File: config.mk
export PLATFORM = sky130hd
export DESIGN_NAME = vga_timing_gen
export DESIGN_NICKNAME = d
export VERILOG_FILES = /design/src/rtl/vga_timing_pkg.sv /design/src/rtl/vga_axis_counter.sv /design/src/rtl/vga_timing_gen.sv
export SDC_FILE = /design/constraint.sdc
export NUM_CORES = 1
export LEC_CHECK = 0
export ABC_CLOCK_PERIOD_IN_PS = 9300
export CAP_MARGIN = 40
export CORE_AREA = 2 2 71 73
export CTS_BUF_LIST = sky130_fd_sc_hd__clkbuf_4 sky130_fd_sc_hd__clkbuf_8 sky130_fd_sc_hd__clkbuf_16
export CTS_CLUSTER_SIZE = 12
export DETAILED_ROUTE_END_ITERATION = 8
export DIE_AREA = 0 0 73 75
export GPL_ROUTABILITY_DRIVEN = 0
export PLACE_DENSITY = 0.83
export SYNTH_ARGS = -nofsm -noshare
export SYNTH_HDL_FRONTEND = slang
export SYNTH_HIERARCHICAL = 1
export SYNTH_SLANG_ARGS = --single-unit
File: constraint.sdc
create_clock -name pixel_clk -period 9.3 [get_ports pixel_clk]
set_clock_uncertainty 0.1 [all_clocks]
set_input_delay 1.86 -clock pixel_clk [delete_from_list [all_inputs] [get_ports pixel_clk]]
set_output_delay 1.86 -clock pixel_clk [all_outputs]
set_load 0.01 [all_outputs]
File: src/rtl/vga_timing_pkg.sv
// Shared constants for the VGA raster timing generator.
//   - COORD_W: width of the hcnt/vcnt coordinate counters.
//   - SVGA72_*: 800x600 @ 72 Hz, 50 MHz pixel clock (generator default).
//   - VGA60_*:  640x480 @ 60 Hz, 25.175 MHz pixel clock.
//   - H_TOTAL/V_TOTAL/H_SYNC_*/V_SYNC_*: derived values for the default mode.
package vga_timing_pkg;

  localparam int COORD_W   = 11;
  localparam int MAX_TOTAL = 2 ** COORD_W;

  localparam int SVGA72_H_VISIBLE = 800;
  localparam int SVGA72_H_FP      = 56;
  localparam int SVGA72_H_SYNC    = 120;
  localparam int SVGA72_H_BP      = 64;
  localparam int SVGA72_V_VISIBLE = 600;
  localparam int SVGA72_V_FP      = 37;
  localparam int SVGA72_V_SYNC    = 6;
  localparam int SVGA72_V_BP      = 23;
  localparam bit SVGA72_H_POL     = 1'b1;
  localparam bit SVGA72_V_POL     = 1'b1;

  localparam int VGA60_H_VISIBLE = 640;
  localparam int VGA60_H_FP      = 16;
  localparam int VGA60_H_SYNC    = 96;
  localparam int VGA60_H_BP      = 48;
  localparam int VGA60_V_VISIBLE = 480;
  localparam int VGA60_V_FP      = 10;
  localparam int VGA60_V_SYNC    = 2;
  localparam int VGA60_V_BP      = 33;
  localparam bit VGA60_H_POL     = 1'b0;
  localparam bit VGA60_V_POL     = 1'b0;

  function automatic int axis_total(input int visible, input int fp,
                                    input int sync, input int bp);
    return visible + fp + sync + bp;
  endfunction

  function automatic int sync_start(input int visible, input int fp);
    return visible + fp;
  endfunction

  localparam int H_TOTAL      = axis_total(SVGA72_H_VISIBLE, SVGA72_H_FP,
                                           SVGA72_H_SYNC, SVGA72_H_BP);
  localparam int V_TOTAL      = axis_total(SVGA72_V_VISIBLE, SVGA72_V_FP,
                                           SVGA72_V_SYNC, SVGA72_V_BP);
  localparam int H_SYNC_START = sync_start(SVGA72_H_VISIBLE, SVGA72_H_FP);
  localparam int H_SYNC_END   = H_SYNC_START + SVGA72_H_SYNC - 1;
  localparam int V_SYNC_START = sync_start(SVGA72_V_VISIBLE, SVGA72_V_FP);
  localparam int V_SYNC_END   = V_SYNC_START + SVGA72_V_SYNC - 1;

endpackage

File: src/rtl/vga_axis_counter.sv
// One raster axis (horizontal or vertical): a wrapping position counter with
// a registered sync decode.
//   pixel_clk  in   pixel clock
//   rst        in   synchronous active-high reset
//   advance    in   step the counter this cycle
//   cnt        out  current position, registered
//   wrap       out  this cycle's advance takes cnt from TOTAL-1 back to 0
//   sync       out  registered sync level for cnt, polarity POL
//   active     out  the position cnt will hold after this edge is visible
module vga_axis_counter
  import vga_timing_pkg::*;
#(
  parameter int VISIBLE = SVGA72_H_VISIBLE,
  parameter int FP      = SVGA72_H_FP,
  parameter int SYNC    = SVGA72_H_SYNC,
  parameter int BP      = SVGA72_H_BP,
  parameter bit POL     = 1'b1
) (
  input  logic               pixel_clk,
  input  logic               rst,
  input  logic               advance,
  output logic [COORD_W-1:0] cnt,
  output logic               wrap,
  output logic               sync,
  output logic               active
);

  localparam int TOTAL = axis_total(VISIBLE, FP, SYNC, BP);
  localparam logic [COORD_W-1:0] LAST   = COORD_W'(TOTAL - 1);
  localparam logic [COORD_W-1:0] VIS    = COORD_W'(VISIBLE);
  localparam logic [COORD_W-1:0] SYNC_S = COORD_W'(sync_start(VISIBLE, FP));
  localparam logic [COORD_W-1:0] SYNC_E = COORD_W'(sync_start(VISIBLE, FP) + SYNC - 1);

  logic [COORD_W-1:0] cnt_q;
  logic [COORD_W-1:0] cnt_nxt;
  logic               sync_q;
  logic               sync_nxt;

  // Decodes look at the value about to be loaded so the registered outputs
  // line up with the count in the same cycle.
  always_comb begin
    wrap    = advance && (cnt_q == LAST);
    cnt_nxt = cnt_q;
    if (advance) begin
      cnt_nxt = wrap ? '0 : cnt_q + COORD_W'(1);
    end
    sync_nxt = ((cnt_nxt >= SYNC_S) && (cnt_nxt <= SYNC_E)) ? POL : ~POL;
    active   = (cnt_nxt < VIS);
  end

  always_ff @(posedge pixel_clk) begin
    if (rst) begin
      cnt_q  <= '0;
      sync_q <= ~POL;
    end else if (advance) begin
      cnt_q  <= cnt_nxt;
      sync_q <= sync_nxt;
    end
  end

  assign cnt  = cnt_q;
  assign sync = sync_q;

endmodule

File: src/rtl/vga_timing_gen.sv
// VGA raster timing generator. Every output is a flop, decoded from the
// counter values being loaded, so all outputs describe the hcnt/vcnt visible
// in the same cycle.
//   pixel_clk    in   pixel clock, sole clock
//   rst          in   synchronous active-high reset (overrides en)
//   en           in   advance enable; everything holds when low
//   hcnt/vcnt    out  current column / line
//   hsync/vsync  out  sync pulses, polarity H_POL / V_POL
//   de           out  visible-area display enable
//   line_start   out  first cycle of a line (hcnt newly 0)
//   frame_start  out  first cycle of a frame ((hcnt,vcnt) newly (0,0))
//   frame_cnt    out  completed frames, wraps at 2^16
module vga_timing_gen
  import vga_timing_pkg::*;
#(
  parameter int H_VISIBLE = SVGA72_H_VISIBLE,
  parameter int H_FP      = SVGA72_H_FP,
  parameter int H_SYNC    = SVGA72_H_SYNC,
  parameter int H_BP      = SVGA72_H_BP,
  parameter int V_VISIBLE = SVGA72_V_VISIBLE,
  parameter int V_FP      = SVGA72_V_FP,
  parameter int V_SYNC    = SVGA72_V_SYNC,
  parameter int V_BP      = SVGA72_V_BP,
  parameter bit H_POL     = SVGA72_H_POL,
  parameter bit V_POL     = SVGA72_V_POL
) (
  input  logic               pixel_clk,
  input  logic               rst,
  input  logic               en,
  output logic [COORD_W-1:0] hcnt,
  output logic [COORD_W-1:0] vcnt,
  output logic               hsync,
  output logic               vsync,
  output logic               de,
  output logic               line_start,
  output logic               frame_start,
  output logic [15:0]        frame_cnt
);

  localparam int H_TOTAL_CFG = axis_total(H_VISIBLE, H_FP, H_SYNC, H_BP);
  localparam int V_TOTAL_CFG = axis_total(V_VISIBLE, V_FP, V_SYNC, V_BP);

  if (H_TOTAL_CFG > MAX_TOTAL || V_TOTAL_CFG > MAX_TOTAL) begin : g_size_check
    $error("vga_timing_gen: H_TOTAL/V_TOTAL exceed the 11-bit coordinate range");
  end

  logic h_wrap;
  logic v_wrap;
  logic h_active;
  logic v_active;

  logic        de_q;
  logic        line_start_q;
  logic        frame_start_q;
  logic [15:0] frame_cnt_q;

  vga_axis_counter #(
    .VISIBLE (H_VISIBLE),
    .FP      (H_FP),
    .SYNC    (H_SYNC),
    .BP      (H_BP),
    .POL     (H_POL)
  ) u_h_axis (
    .pixel_clk (pixel_clk),
    .rst       (rst),
    .advance   (en),
    .cnt       (hcnt),
    .wrap      (h_wrap),
    .sync      (hsync),
    .active    (h_active)
  );

  // The vertical axis steps only on a line wrap, so vsync can only change
  // in the cycle where hcnt becomes 0.
  vga_axis_counter #(
    .VISIBLE (V_VISIBLE),
    .FP      (V_FP),
    .SYNC    (V_SYNC),
    .BP      (V_BP),
    .POL     (V_POL)
  ) u_v_axis (
    .pixel_clk (pixel_clk),
    .rst       (rst),
    .advance   (h_wrap),
    .cnt       (vcnt),
    .wrap      (v_wrap),
    .sync      (vsync),
    .active    (v_active)
  );

  // Pulses are only reloaded on enabled cycles, so a stall holds a pulse
  // high rather than generating a second event.
  always_ff @(posedge pixel_clk) begin
    if (rst) begin
      de_q          <= 1'b1;
      line_start_q  <= 1'b0;
      frame_start_q <= 1'b0;
      frame_cnt_q   <= '0;
    end else if (en) begin
      de_q          <= h_active && v_active;
      line_start_q  <= h_wrap;
      frame_start_q <= v_wrap;
      if (v_wrap) begin
        frame_cnt_q <= frame_cnt_q + 16'd1;
      end
    end
  end

  assign de          = de_q;
  assign line_start  = line_start_q;
  assign frame_start = frame_start_q;
  assign frame_cnt   = frame_cnt_q;

endmodule

Yosys cells after proc, flatten, opt, wreduce, memory -nomap -nowiden:

Index checks and enable logic that the tools add are counted.

* bits in registers: 43
* latch bits: 0
* RAM bits: 0
* ROM bits: 0
* output and inout port bits: 43
* memories: 0

* $add $sub $neg: 3
* multiply operators: 0
* divide/modulo/power cells: 0
* $lt $le $gt $ge: 6
* equality and inequality tests: 2
* shift operators: 0
* multiplexer cells: 6
* bitwise operators: 0
* reductions and logical operators: 6

Operators by type and width (count)
* 11-bit two-way mux: 4
* 11-bit by 1-bit adder with 11-bit output, second input constant: 2
* 11-bit by 10-bit greater-or-equal comparator with 1-bit output, second input constant: 2
* 11-bit by 10-bit <= comparator with 1-bit output, second input constant: 2
* 11-bit by 10-bit < comparator with 1-bit output, second input constant: 2
* 16-bit by 1-bit adder with 16-bit output, second input constant: 1
* 11-bit by 10-bit == test with 1-bit output, second input constant: 1
* 11-bit == test, second input constant: 1
* 1-bit logical AND: 5
* 1-bit two-way mux: 2
* 2-bit AND reduction: 1

Depth between registers and ports, before layout:

* depth after elaboration: 8
* mapped depth: 13
* depth with buffers taken out: 11

Hierarchy:

The synthesis kept the hierarchy.

By module, submodules not included
* vga_axis_counter at u_v_axis: instances 1, cells each 107, area an instance 874.6 um^2, seq. area each 240.2 um^2
* vga_axis_counter at u_h_axis: instances 1, cells each 100, area an instance 872.1 um^2, seq. area each 240.2 um^2
* vga_timing_gen: instances 1, cells each 96, area an instance 847.1 um^2, seq. area each 380.4 um^2

Worst setup path before layout:

No wires, ideal clock.

* kind: in2reg
* from: input port en
* to: register frame_cnt_q[11] (netlist: frame_cnt[11])
* library setup time: 0.116 ns
* arrival: 4.299 ns
* data required time: 9.084 ns
* setup slack: 4.784 ns
* cell stages on the path: 10
* path buffers: 1
* cell sequence: and4_4 > buf_6 > nand4_1 > inv_1 > nand3_1 > nor4_1 > nand4_1 > nor4_1 > a21oi_1 > a31o_2

* longest elaborated chain between the ends: 3

Ends and longest elaborated chain
* start, declared: RTL line vga_timing_gen.sv:29 `input logic en,`
* 1-bit logical AND: RTL line vga_axis_counter.sv:42 `wrap = advance && (cnt_q == LAST);`
* via h_wrap: RTL line vga_timing_gen.sv:47 `logic h_wrap;`
* 1-bit logical AND: RTL line vga_axis_counter.sv:42
* via v_wrap: RTL line vga_timing_gen.sv:48 `logic v_wrap;`
* 2-bit AND reduction (no source line)
* end signal, assigned: RTL line vga_timing_gen.sv:104 `frame_cnt_q <= frame_cnt_q + 16'd1;`
* end, declared: RTL line vga_timing_gen.sv:55 `logic [15:0] frame_cnt_q;`

The timed path passes the listed nets, and every way through them passes these cells.
A chain may end at the register's enable or synchronous reset.

Worst setup path after layout:

Same ends and word-level chain as after synthesis.

==> run_results.csv <==
group,metric,value,unit
floorplanning,rows,25,
synthesis,synth_top_area_cell,"dfxtp_1",
floorplanning,die_height,75,um
final_layout,nNetsFinal,343,
synthesis,synth_top_family_by_area,"simple AND/OR/NAND/NOR gates",
status,outcome,"finished clean",
synthesis,yosysSeqAreaShare,33.2,%
global_route,overflow,0,
synthesis,synth_compound_area_share,10.8,%
synthesis,synthMuxAreaShare,3.18,%
place,dpl.hpwl,3930,um
synthesis,synthXorXnorAreaFrac,10.5,%
synthesis,netlist_area,2590,sq um
timing,drv_slew,0,
timing,setup_viol,0,
floorplanning,die_area,5480,sq um
clock_tree,cts_resized,0,
synthesis,synthCells,303,
timing,finalCritPeriodShare,56.6,%
timing,whs,396,ps
global_route,gr-usage-all-layers,20.8,%
clock_tree,htreeDepth,2,
synthesis,ys_ff_latch,43,
pwr,leakage,1.04,nW
drt,vias_per_cell,5.81,
drt,vias,2270,
critical_path,critPathLaunchType,"input pin",
clock_tree,postCtsHoldBufs,0,
timing,grt_setup_unrepaired,"false",
synthesis,ys_warn_count,6,
final_layout,fin_cells,391,
synthesis,synth_common_cells,"nor2_1, dfxtp_1, nand2_1",
clock_tree,cts_made_buffers,5,
synthesis,ys_types,63,
critical_path,r2r-start,"u_h_axis/cnt[0]",
floorplanning,die_w,73,um
timing,tightestPinTransition,812,ps
critical_path,rr_endpoint,"frame_cnt[11]",
critical_path,crit_fanout,22,
critical_path,ff2ff_path_depth,11,
hold_path,hp-class,"register to register",
clock_tree,postCtsSetupBuffers,0,
global_route,grt_pass1_wl,9050,um
hold_path,worst_hold_startpoint,"frame_start",
synthesis,synth_top_area_share,33.2,%
synthesis,synthAdderAreaFrac,1.93,%
timing,relSlewSlack,45.7,%
hold_path,holdPathEnd,"frame_start",
timing,fin_ws,4030,ps
critical_path,worst-r2r-setup-slack,5910,ps
clock_tree,clock-sinks,43,
synthesis,synthSimpleGateAreaFrac,33.0,%
hold_path,min_path_cells,2,
place,port-buffer-count,45,
clock_tree,path_clk_slew,80,ps
synthesis,synth_area_leaders,"dfxtp_1, nor2_1, xor2_1",
clock_tree,cts_tree,"done",
clock_tree,clk_latency,300,ps
synthesis,avgSynthCellArea,8.56,sq um
drt,dr.first_iter.drc_count,136,
final_layout,syn2layout_area_growth,17.3,%
global_route,antenna_found_initial,0,
timing,tns,0,ps
global_route,grt_pass1_vias,2008,
critical_path,arrival,5370,ps
critical_path,required,9400,ps
critical_path,critPathKind,"input pin to register",
synthesis,ys.flop_type,"dfxtp_1",
drt,wl,5480,um
critical_path,endpoint_kind,"register",
clock_tree,ctsRootBufferMaster,"clkbuf_8",
synthesis,async_reset_ff_share,0,%
synthesis,yosysMostFrequentCell,"nor2_1",
floorplanning,coreArea,4660,sq um
timing,period_needed,5270,ps
pwr,peakVddDrop,0.0000674,V
run,maxCapViolCount,0,
drt,drc,0,
synthesis,synth_edf_count,0,
place,dp_cells,383,
pwr,power.density,106,nW/um^2
floorplanning,start_util,55.7,%
place,place_ws,3720,ps
global_route,grt_max_degree,36,
timing,max_freq,190,MHz
drt,dr.pass1.iters,4,
final_layout,drive_gt1_share,9.79,%
drt,drt.antenna.violating_nets,0,
final_layout,n_antenna_cell,0,
synthesis,synth_nets,310,
timing,hold_viol,0,
drt,wl_per_cell,14.0,um
clock_tree,cts_buffer_depth,2,
floorplanning,boundaryPins,46,
-- power by group --
part	internal, mW	switching, mW	leakage [nW]
Combinational	0.00519	0.00737	0.645
Sequential	0.185	0.00160	0.347
Clock	0.0555	0.0668	0.0446
Total	0.246	0.0757	1.04
-- worst max-delay path by stage --
stage                     to  start  depth (start not counted)  slack, ps
2_1_floorplan  frame_cnt[11]     en                         10       4780
3_3_place_gp   frame_cnt[11]     en                         11       3900
3_5_place_dp   frame_cnt[14]     en                         11       3720
4_1_cts        frame_cnt[11]     en                         11       4050
5_1_grt        frame_cnt[11]     en                         11       3770
6_report       frame_cnt[11]     en                         11       4030
-- per-stage QoR --
stage	utilization [%]	area, sq um	total power, mW
finish	65.3	3040	0.321
global route	65.3	3040	0.335
CTS	65.3	3040	0.326
detailed placement	63.4	2950	0.204
global placement	63.4	2950	0.203
floorplan	-	2590	0.198
-- cell type report --
class	count	area, sq um
clock buffer	6	76.3
clock inverter	2	12.5
fill	388	1620
inverter	5	18.8
multi-input combinational	234	1540
sequential	43	861
tap	54	67.6
timing repair buffer	47	465
-- cell families after synthesis --
logic type / count (synthesis)
AO/OA/AOI/OAI: 37
adder cells (fa/ha/maj): 4
flip-flops: 43
XOR/XNOR: 31
buffers and inverters: 26
multiplexers: 8
AND/OR/NAND/NOR: 154
-- worst max-delay path, cell delays in order --
cell and delay [ps]:
clkdlybuf4s50_1 1000, and4_4 410, nand4_1 140, inv_1 340
nand3_1 160, nor4_1 260, buf_4 210, nand4_1 220
nor4_1 450, a21oi_1 120, a31o_2 220
-- cell usage in the layout (no fill, tap or decap), drive strengths merged, types with 2 or more instances in the layout --
cell,instances
nor2b,6
xnor2,14
a31oi,2
o21a,2
nand2,26
nor3,12
a32oi,2
a31o,2
or4,2
buf,2
nand2b,10
inv,5
dfxtp,43
clkdlybuf4s50,45
ha,4
xor2,17
and3,3
mux2i,6
nand4,12
and4,4
or2,3
nor2,44
or3,2
nand3,19
o21ai,3
nor4,7
clkbuf,6
a21oi,10
mux2,2
-- routing by layer --
layer	global-route usage (%)	share of wire, %	vias to the layer above
met2	33.7	46	66
li1	-	-	1133
met5	0	0	-
met3	5.22	4.9	9
met4	7.41	1.4	0
met1	27.1	47	1062
-- registers in the layout, indices dropped and copies added (netlist names) --
register	flops
de	1
frame_cnt	16
frame_start	1
line_start	1
u_h_axis/cnt	11
u_h_axis/sync	1
u_v_axis/cnt	11
u_v_axis/sync	1
Power figures use the tool's default switching activity.
